===== config.mk =====
export PLATFORM = sky130hd
export DESIGN_NAME = pyfive_wb_arbiter_flat
export DESIGN_NICKNAME = d
export VERILOG_FILES = /design/src/rtl/pyfive_wb_arbiter_if.sv /design/src/rtl/pyfive_wb_arbiter.sv /design/src/flat_wrapper.sv
export SDC_FILE = /design/constraint.sdc
export NUM_CORES = 1
export LEC_CHECK = 0
export CORE_AREA = 4 4 125 127
export DETAILED_ROUTE_END_ITERATION = 8
export DIE_AREA = 0 0 129 131
export GPL_TIMING_DRIVEN = 0
export HOLD_SLACK_MARGIN = 0.02
export PLACE_DENSITY = 0.67
export SETUP_SLACK_MARGIN = 0.15
export SLEW_MARGIN = 30
export SYNTH_ARGS = -nofsm -noshare
export SYNTH_HDL_FRONTEND = slang
export SYNTH_SLANG_ARGS = --single-unit

===== constraint.sdc =====
create_clock -name wb_clk_i -period 2.1 [get_ports wb_clk_i]
set_input_delay 0.63 -clock wb_clk_i [delete_from_list [all_inputs] [get_ports wb_clk_i]]
set_output_delay 0.63 -clock wb_clk_i [all_outputs]
set_load 0.02 [all_outputs]

===== src/rtl/pyfive_wb_arbiter_if.sv =====
// One Wishbone classic link. The master drives the request and the slave returns ack/data.
interface pyfive_wb_arbiter_if #(
    parameter int AW = 32,
    parameter int DW = 32
);
    logic            cyc;
    logic            stb;
    logic            we;
    logic [AW-1:0]   adr;
    logic [DW-1:0]   dat_w;
    logic [DW/8-1:0] sel;
    logic            ack;
    logic [DW-1:0]   dat_r;

    modport master (output cyc, stb, we, adr, dat_w, sel, input  ack, dat_r);
    modport slave  (input  cyc, stb, we, adr, dat_w, sel, output ack, dat_r);
endinterface


===== src/rtl/pyfive_wb_arbiter.sv =====
// Two-master round-robin Wishbone classic arbiter in front of the pyfive_top slave port.
// A watchdog terminates any grant that the target leaves unacknowledged for too long.
module pyfive_wb_arbiter #(
    parameter int            AW             = 32,
    parameter int            DW             = 32,
    parameter int            TIMEOUT_CYCLES = 256,
    parameter logic [DW-1:0] TIMEOUT_DATA   = DW'(32'hDEAD_BEEF)
) (
    input  logic                  wb_clk_i,
    input  logic                  wb_rst_i,
    pyfive_wb_arbiter_if.slave    m0,
    pyfive_wb_arbiter_if.slave    m1,
    pyfive_wb_arbiter_if.master   s,
    output logic                  timeout_o,
    output logic [7:0]            timeout_cnt_o,
    output logic [1:0]            grant_o
);
    localparam int            CW       = $clog2(TIMEOUT_CYCLES);
    localparam logic [CW-1:0] TMO_LAST = CW'(TIMEOUT_CYCLES - 1);

    typedef enum logic [1:0] {IDLE = 2'b00, GNT0 = 2'b01, GNT1 = 2'b10} state_t;

    state_t          state, state_nxt;
    logic            last, last_nxt;
    logic [CW-1:0]   tmo_cnt;
    logic            req0, req1, gsel;
    logic            g_cyc, g_stb, g_we;
    logic [AW-1:0]   g_adr;
    logic [DW-1:0]   g_dat;
    logic [DW/8-1:0] g_sel;
    logic            fwd_ack;
    logic [DW-1:0]   fwd_dat;

    assign req0 = m0.cyc & m0.stb;
    assign req1 = m1.cyc & m1.stb;

    // gsel picks the granted master's view; it is only consumed in GNT0/GNT1
    assign gsel  = (state == GNT1);
    assign g_cyc = gsel ? m1.cyc   : m0.cyc;
    assign g_stb = gsel ? m1.stb   : m0.stb;
    assign g_we  = gsel ? m1.we    : m0.we;
    assign g_adr = gsel ? m1.adr   : m0.adr;
    assign g_dat = gsel ? m1.dat_w : m0.dat_w;
    assign g_sel = gsel ? m1.sel   : m0.sel;

    always_comb begin
        state_nxt = state;
        last_nxt  = last;
        timeout_o = 1'b0;
        fwd_ack   = 1'b0;
        fwd_dat   = '0;
        s.cyc     = 1'b0;
        s.stb     = 1'b0;
        s.we      = 1'b0;
        s.adr     = '0;
        s.dat_w   = '0;
        s.sel     = '0;
        unique case (state)
            IDLE: begin
                if (req0 && (!req1 || last)) state_nxt = GNT0;
                else if (req1)               state_nxt = GNT1;
            end
            default: begin
                s.cyc   = g_cyc;
                s.stb   = g_stb;
                s.we    = g_we;
                s.adr   = g_adr;
                s.dat_w = g_dat;
                s.sel   = g_sel;
                fwd_ack = s.ack;
                fwd_dat = s.dat_r;
                if (!g_cyc) begin
                    // abort wins over a coincident target ack
                    fwd_ack   = 1'b0;
                    state_nxt = IDLE;
                    last_nxt  = gsel;
                end else if (s.ack) begin
                    state_nxt = IDLE;
                    last_nxt  = gsel;
                end else if (tmo_cnt == TMO_LAST) begin
                    fwd_ack   = 1'b1;
                    fwd_dat   = TIMEOUT_DATA;
                    s.cyc     = 1'b0;
                    s.stb     = 1'b0;
                    timeout_o = 1'b1;
                    state_nxt = IDLE;
                    last_nxt  = gsel;
                end
            end
        endcase
    end

    assign m0.ack   = (state == GNT0) & fwd_ack;
    assign m1.ack   = (state == GNT1) & fwd_ack;
    assign m0.dat_r = (state == GNT0) ? fwd_dat : '0;
    assign m1.dat_r = (state == GNT1) ? fwd_dat : '0;
    assign grant_o  = state;

    always_ff @(posedge wb_clk_i or posedge wb_rst_i) begin
        if (wb_rst_i) begin
            state <= IDLE;
            last  <= 1'b1;
        end else begin
            state <= state_nxt;
            last  <= last_nxt;
        end
    end

    // every grant exits through IDLE, so clearing there covers entry into GNTn
    always_ff @(posedge wb_clk_i or posedge wb_rst_i) begin
        if (wb_rst_i) begin
            tmo_cnt       <= '0;
            timeout_cnt_o <= '0;
        end else begin
            tmo_cnt <= (state == IDLE) ? '0 : tmo_cnt + CW'(1);
            if (timeout_o && timeout_cnt_o != 8'hFF)
                timeout_cnt_o <= timeout_cnt_o + 8'd1;
        end
    end
endmodule


===== src/flat_wrapper.sv =====
// flat-port wrapper written by rule: the top's interface ports become plain ports
module pyfive_wb_arbiter_flat 
#(
    parameter int            AW             = 32,
    parameter int            DW             = 32,
    parameter int            TIMEOUT_CYCLES = 256,
    parameter logic [DW-1:0] TIMEOUT_DATA   = DW'(32'hDEAD_BEEF)
)
  (wb_clk_i, wb_rst_i, timeout_o, timeout_cnt_o, grant_o, m0_cyc, m0_stb, m0_we, m0_adr, m0_dat_w, m0_sel, m0_ack, m0_dat_r, m1_cyc, m1_stb, m1_we, m1_adr, m1_dat_w, m1_sel, m1_ack, m1_dat_r, s_cyc, s_stb, s_we, s_adr, s_dat_w, s_sel, s_ack, s_dat_r);
  pyfive_wb_arbiter_if #(.AW(AW), .DW(DW)) m0_i ();
  pyfive_wb_arbiter_if #(.AW(AW), .DW(DW)) m1_i ();
  pyfive_wb_arbiter_if #(.AW(AW), .DW(DW)) s_i ();
  input  logic wb_clk_i;
  input  logic wb_rst_i;
  output logic timeout_o;
  output logic [7:0] timeout_cnt_o;
  output logic [1:0] grant_o;
  input wire logic [$bits(m0_i.cyc)-1:0] m0_cyc;
  input wire logic [$bits(m0_i.stb)-1:0] m0_stb;
  input wire logic [$bits(m0_i.we)-1:0] m0_we;
  input wire logic [$bits(m0_i.adr)-1:0] m0_adr;
  input wire logic [$bits(m0_i.dat_w)-1:0] m0_dat_w;
  input wire logic [$bits(m0_i.sel)-1:0] m0_sel;
  output wire logic [$bits(m0_i.ack)-1:0] m0_ack;
  output wire logic [$bits(m0_i.dat_r)-1:0] m0_dat_r;
  input wire logic [$bits(m1_i.cyc)-1:0] m1_cyc;
  input wire logic [$bits(m1_i.stb)-1:0] m1_stb;
  input wire logic [$bits(m1_i.we)-1:0] m1_we;
  input wire logic [$bits(m1_i.adr)-1:0] m1_adr;
  input wire logic [$bits(m1_i.dat_w)-1:0] m1_dat_w;
  input wire logic [$bits(m1_i.sel)-1:0] m1_sel;
  output wire logic [$bits(m1_i.ack)-1:0] m1_ack;
  output wire logic [$bits(m1_i.dat_r)-1:0] m1_dat_r;
  output wire logic [$bits(s_i.cyc)-1:0] s_cyc;
  output wire logic [$bits(s_i.stb)-1:0] s_stb;
  output wire logic [$bits(s_i.we)-1:0] s_we;
  output wire logic [$bits(s_i.adr)-1:0] s_adr;
  output wire logic [$bits(s_i.dat_w)-1:0] s_dat_w;
  output wire logic [$bits(s_i.sel)-1:0] s_sel;
  input wire logic [$bits(s_i.ack)-1:0] s_ack;
  input wire logic [$bits(s_i.dat_r)-1:0] s_dat_r;
  assign m0_i.cyc = m0_cyc;
  assign m0_i.stb = m0_stb;
  assign m0_i.we = m0_we;
  assign m0_i.adr = m0_adr;
  assign m0_i.dat_w = m0_dat_w;
  assign m0_i.sel = m0_sel;
  assign m0_ack = m0_i.ack;
  assign m0_dat_r = m0_i.dat_r;
  assign m1_i.cyc = m1_cyc;
  assign m1_i.stb = m1_stb;
  assign m1_i.we = m1_we;
  assign m1_i.adr = m1_adr;
  assign m1_i.dat_w = m1_dat_w;
  assign m1_i.sel = m1_sel;
  assign m1_ack = m1_i.ack;
  assign m1_dat_r = m1_i.dat_r;
  assign s_cyc = s_i.cyc;
  assign s_stb = s_i.stb;
  assign s_we = s_i.we;
  assign s_adr = s_i.adr;
  assign s_dat_w = s_i.dat_w;
  assign s_sel = s_i.sel;
  assign s_i.ack = s_ack;
  assign s_i.dat_r = s_dat_r;
  pyfive_wb_arbiter #(.AW(AW), .DW(DW), .TIMEOUT_CYCLES(TIMEOUT_CYCLES), .TIMEOUT_DATA(TIMEOUT_DATA)) u_core (.wb_clk_i(wb_clk_i), .wb_rst_i(wb_rst_i), .m0(m0_i), .m1(m1_i), .s(s_i), .timeout_o(timeout_o), .timeout_cnt_o(timeout_cnt_o), .grant_o(grant_o));
endmodule

# [Word level (Yosys, flattened, before mapping)]
# Cells that the tools add are included.
[word_totals] register_bits=19 inputBits=177 output_inout_bits=148 wordCells=66
[op_classes] n_addsub=2 eq_ne=7 muxes=41 n_bitwise=5 reduce_logical=7
[op_table] operator="$mux 32" count=10
[op_table] operator="$mux 1" count=22
[op_table] operator="$add 8x1->8 const B" count=2
[op_table] operator="$mux 2" count=6
[op_table] operator="$eq 8x8->1 const B" count=1
[op_table] operator="$mux 4" count=2
[op_table] operator="$mux 8" count=1
[op_table] operator="$ne 8x8->1 const B" count=1
[op_table] operator="$and 1x1->1" count=4
[op_table] operator="$ne 4x4->1 const B" count=1
[op_table] operator="$reduce_and 2->1" count=2
[op_table] operator="$ne 3x1->1 const B" count=1
[op_table] operator="$ne 3x3->1 const B" count=1
[op_table] operator="$eq 2x1->1 const B" count=1
[op_table] operator="$eq 2x2->1 const B" count=1
[op_table] operator="$logic_and 1x1->1" count=2
[op_table] operator="$logic_not 2->1" count=1
[op_table] operator="$logic_not 1->1" count=1
[op_table] operator="$logic_or 1x1->1" count=1
[op_table] operator="$not 1->1" count=1

# [Longest topological paths before layout]
[logic_depth] depth_word=6 mapped_depth=7 ltp_nobuf=5

# [Worst setup path before layout]
# No wires, ideal clock.
[synth_timing] path_kind="register to output" start="reg u_core.state[1], in the netlist u_core.grant_o[1]" end="out s_stb" arrival_ps=1760 required_ps=1470 setup_slack_ps=-290 stages_incl_launch_ff=8 cell_sequence="dfrtp_1 -> nor2b_1 -> buf_2 -> mux2i_1 -> nor2b_1 -> buf_4 -> buf_4 -> nor2_1"
[synth_via] elab_chain_len=6
[synth_rtl] item="from (decl)" line_no="pyfive_wb_arbiter.sv:23" rtl="state_t state, state_nxt;"
[synth_rtl] item="from (signal assigned)" line_no="pyfive_wb_arbiter.sv:104" rtl="state <= state_nxt;"
[synth_rtl] item="$eq 2x2->1" line_no="pyfive_wb_arbiter.sv:38" rtl="assign gsel = (state == GNT1);"
[synth_rtl] item="$mux 1" line_no="pyfive_wb_arbiter.sv:40" rtl="assign g_stb = gsel ? m1.stb : m0.stb;"
[synth_rtl] item="$mux 1" line_no="pyfive_wb_arbiter.sv:80" rtl="end else if (tmo_cnt == TMO_LAST) begin"
[synth_rtl] item="$mux 1" line_no="pyfive_wb_arbiter.sv:77" rtl="end else if (s.ack) begin"
[synth_rtl] item="$mux 1" line_no="pyfive_wb_arbiter.sv:72" rtl="if (!g_cyc) begin"
[synth_rtl] item="$mux 1 (*)" line_no="pyfive_wb_arbiter.sv:58" rtl="unique case (state)"
[synth_rtl] item="to (decl)" line_no="flat_wrapper.sv:35" rtl="output wire logic [$bits(s_i.stb)-1:0] s_stb;"
# Every way passes the cells marked *; elsewhere a longest branch is shown, timed or not.

# [Worst setup path in the final report]
[layout_timing] start="reg u_core.tmo_cnt[0]" end="out m0_dat_r[19]"
[layout_via] elab_chain_len=6
[layout_rtl] item="from (decl)" line_no="pyfive_wb_arbiter.sv:25" rtl="logic [CW-1:0] tmo_cnt;"
[layout_rtl] item="from (signal assigned)" line_no="pyfive_wb_arbiter.sv:115" rtl="tmo_cnt <= (state == IDLE) ? '0 : tmo_cnt + CW'(1);"
[layout_rtl] item="$eq 8x8->1" line_no="pyfive_wb_arbiter.sv:80"
[layout_rtl] item="$mux 32" line_no="pyfive_wb_arbiter.sv:80"
[layout_rtl] item="$mux 32" line_no="pyfive_wb_arbiter.sv:77"
[layout_rtl] item="$mux 32" line_no="pyfive_wb_arbiter.sv:72"
[layout_rtl] item="$mux 32" line_no="pyfive_wb_arbiter.sv:58"
[layout_rtl] item="$mux 32" line_no="pyfive_wb_arbiter.sv:95" rtl="assign m0.dat_r = (state == GNT0) ? fwd_dat : '0;"
[layout_rtl] item="to (decl)" line_no="flat_wrapper.sv:25" rtl="output wire logic [$bits(m0_i.dat_r)-1:0] m0_dat_r;"
# No other way between the ends.

==> results summary <==
For this design the ratio of total power to cell area is 416 nW/um^2. The largest net degree at the start of global routing came out at 20. The number of cells traversed by the worst hold path came out at 2. The global-route wire length before repair came out at 23.7 mm. The critical path ends at m0_dat_r[19]. The library cell used most frequently in the layout, excluding fill and tap cells, is sky130_fd_sc_hd__clkdlybuf4s50_1. The maximum buffer depth of the clock tree is 2. The average wire per standard cell came out at 21.9 um.

The count of final hold-check violations is 0. After synthesis, the mean cell area works out to 8.39 sq um. Yosys attributes the largest share of cell area to sky130_fd_sc_hd__a22o_1 27%, sky130_fd_sc_hd__dfrtp_1 20%, sky130_fd_sc_hd__o21a_1 16%. The remaining max-slew budget at the tightest pin came out at 50.2%. The period utilization came out at 125%. The row count came out at 44. The checks that failed: setup timing.

The count of final max-slew check failures was 0. The antenna diode instance count came out at 0. The floorplan core area is 14,400 sq um. For this design the static power due to leakage is 0.00332 uW.

The total congestion overflow after global routing came out at 0. The number of unique standard cell types used by synthesis is 38. The first-pass detailed-route iteration total came out at 4. The delay of the slowest cell on the worst path came out at 0.39 ns. The number of clock buffers inserted by TritonCTS came out at 3. The library cells used most frequently in the layout, excluding fill and tap cells, are 174 x sky130_fd_sc_hd__clkdlybuf4s50_1, 156 x sky130_fd_sc_hd__buf_6, 53 x sky130_fd_sc_hd__a22o_1. The tightest hold margin is 0.530 ns. For this design, the slowest cell found on the critical path is sky130_fd_sc_hd__dfrtp_1.

The cell at the root of the clock tree is sky130_fd_sc_hd__clkbuf_16. The initial core utilization came out at 15.3%. The max capacitance violation total came out at 0.

The violation count after the first detailed-routing iteration came out at 129. The DRC violation count after routing is 0. The highest metal layer with signal wires is met4. The top-level I/O count is 325. At the pin with the least slew margin, the transition time is 0.745 ns.

The depth of the most critical reg-to-reg path is 7. TritonCTS built the clock tree. The post-route clock skew is 0.00557 ns.

Synthesis handed over a netlist of 263 instances. Detailed placement ended at an HPWL of 14.1 mm. The detailed-routing wirelength on met1 is 6.82 mm. The Yosys step of the flow raised 0 warnings. Setup repair after global routing could not meet its margin everywhere. The total wire length is 18.1 mm.

The count of antenna-violating nets left after detailed routing came out at 0. The die is 131 um tall. Summing every instance area after synthesis gives 2210 sq um.

Data arrives at the worst endpoint at 1.99 ns. The count of input and output buffers came out at 324. The length of routed met2 wiring is 9.21 mm. The detail-routed via count per cell is 4.55. The layout net count came out at 824. The clock slew at the register clock pins of the worst setup and hold paths is 0.06 ns.

The setup TNS after final layout is -45.74 ns. For this run, the register share of the synthesized area comes to 21.6%. The share of final-layout standard cells stronger than drive strength 1 came out at 50.5%. The worst setup path is launched from a register.

The sink count of the clock tree came out at 19. CTS built an H-tree with a depth of 1. The met3 layer wire length in the routed design is 1.89 mm.

The design draws 3090 uW. The count of vias placed by the detailed router is 3,767. The minimum setup slack among reg-to-reg paths came out at 0.15 ns. In this run the critical register-to-register path is launched from u_core.grant_o[0]. The floorplan step set the die width to 129 um.

The startpoint-to-endpoint class of the critical path is register to primary output. In this run, synthesis produced a sequential element count of 19. Across every metal layer, demand over resource in global routing totals 18.3%. The worst hold-check path type is register to register. The die covers 16,900 sq um. The number of antenna violations at the first check in global routing is 0. The final critical delay including setup and external delays came out at 2.62 ns. The data required time of the worst path is 1.47 ns. The via count of the first global-routing pass came out at 3,953. The clock insertion delay at the later pin of the skew report is 0.25 ns. The total of endpoints with negative setup slack in the final report is 133.

Tracing the worst setup path back leads to its startpoint at u_core.tmo_cnt[0]. The cell type with the highest occurrence count on the critical path is sky130_fd_sc_hd__buf_6. In this run the critical register-to-register path is captured at u_core.timeout_cnt_o[1]. The flow ran to the end, but the final reports show violations. The final standard cell area without fillers is 7410 sq um. The last weighted congestion value of the routability-driven placer came out at 0.842.

The proportion of netlist area held by the largest area contributor is 27.4%. The maximum VDD drop is 0.000265 V. Based on the critical path, the design can be clocked at up to 382 MHz. In this run the worst path has a maximum fanout of 6. The count of fill cells added during filler insertion came out at 1,271. STA classifies the critical path endpoint as a primary output.

Summing all placed instances gives a cell area of 6120 sq um. The area overhead of the layout relative to synthesis came out at 236%. The synthesized design spends more area on one cell type than any other, namely sky130_fd_sc_hd__a22o_1. The post-synth net total is 442. The number of hold buffers added after cts is 0. The critical path goes through ha_4 -> nand3_4 -> nor3_4 -> nor2b_4 -> buf_6 -> clkbuf_16 -> o21a_4 -> buf_6.

The final setup slack of the worst path came out at -0.517 ns.
[Yosys cell counts (all sizes together)]
master   instances
a22o            69
o21a            48
clkbuf          21
and3            19
dfrtp           18
nor2            10
buf              8
nand2            8
xnor2            8
nand3            7
a21oi            5
inv              5
nand4            5
nor2b            4
o21ai            4
or3              3
and2             2
and4             2
ha               2
o211ai           2
a2111oi          1
a22oi            1
a31oi            1
dfstp            1
mux2             1
mux2i            1
nand2b           1
nand3b           1
nor3             1
o21ba            1
o21bai           1
o31ai            1
xor2             1
[metal layers]
metal,up-vias,track usage (%)
met3,14,7.40
met5,-,0
met1,1763,21.3
met2,193,32.2
li1,1797,-
met4,0,2.66
[worst min-delay path by stage]
| stage | start | end | slack [ns] |
|---|---|---|---|
| 2_1_floorplan | u_core.last | u_core.last | 0.49 |
| 3_3_place_gp | u_core.timeout_cnt_o[5] | u_core.timeout_cnt_o[5] | 0.50 |
| 6_report | u_core.last | u_core.last | 0.53 |
| 3_5_place_dp | u_core.timeout_cnt_o[4] | u_core.timeout_cnt_o[4] | 0.52 |
| 4_1_cts | u_core.last | u_core.last | 0.53 |
| 5_1_grt | u_core.last | u_core.last | 0.55 |
[worst max-delay path, delay by kind of cell, from the launching register on]
kind	cells	cell delay, ns
and+or+nand+nor	3	0.61
buffers and inverters	3	0.45
DFF	1	0.39
adders and majority gates	1	0.16
AOI/OAI and AO/OA	1	0.12
[flip-flops by register name, summed over array words and instances, names as in the netlist]
signal and count:
u_core.grant_o 2, u_core.tmo_cnt 8, u_core.last 1, u_core.timeout_cnt_o 8
[per-stage QoR]
step | util [%] | cells | setup slack (ns)
floorplan | - | 263 | -0.104
CTS | 45.1 | 801 | -0.505
global route | 51.4 | 828 | -0.613
global placement | 42.4 | 771 | -1.40
finish | 51.4 | 828 | -0.517
detailed placement | 42.4 | 771 | -1.41
[where the power goes]
part,internal [uW],switching [uW],total (uW)
clock network,255,131,386
logic,1290,1000,2290
registers,392,20.5,413
[final cells by class]
class	instances	area, sq um	share of cell area [%]
repair buffers	377	4020	54.2
multi-input cells	210	2170	29.3
flip-flops and latches	19	479	6.47
plain buffers	29	410	5.54
well taps	184	230	3.11
clock buffers	3	75.1	1.01
inverters	5	18.8	0.253
clock inverters	1	5.00	0.0675
[cell families after synthesis]
| logic type | after synthesis | synth area share (%) |
|---|---|---|
| compound gates | 134 | 49.5 |
| xor+xnor | 9 | 3.57 |
| fa+ha+maj | 2 | 1.13 |
| buf+inv | 34 | 6.41 |
| flops | 19 | 21.6 |
| mux | 2 | 1.13 |
| simple gates | 63 | 16.7 |
[what timing repair did]
action,in CTS,in global routing
buffers inserted,23,19
setup endpoints to repair,148,147
cloned,3,8
resized for setup,750,209
pin swaps,3,17
(Power assumes the default switching activity.)
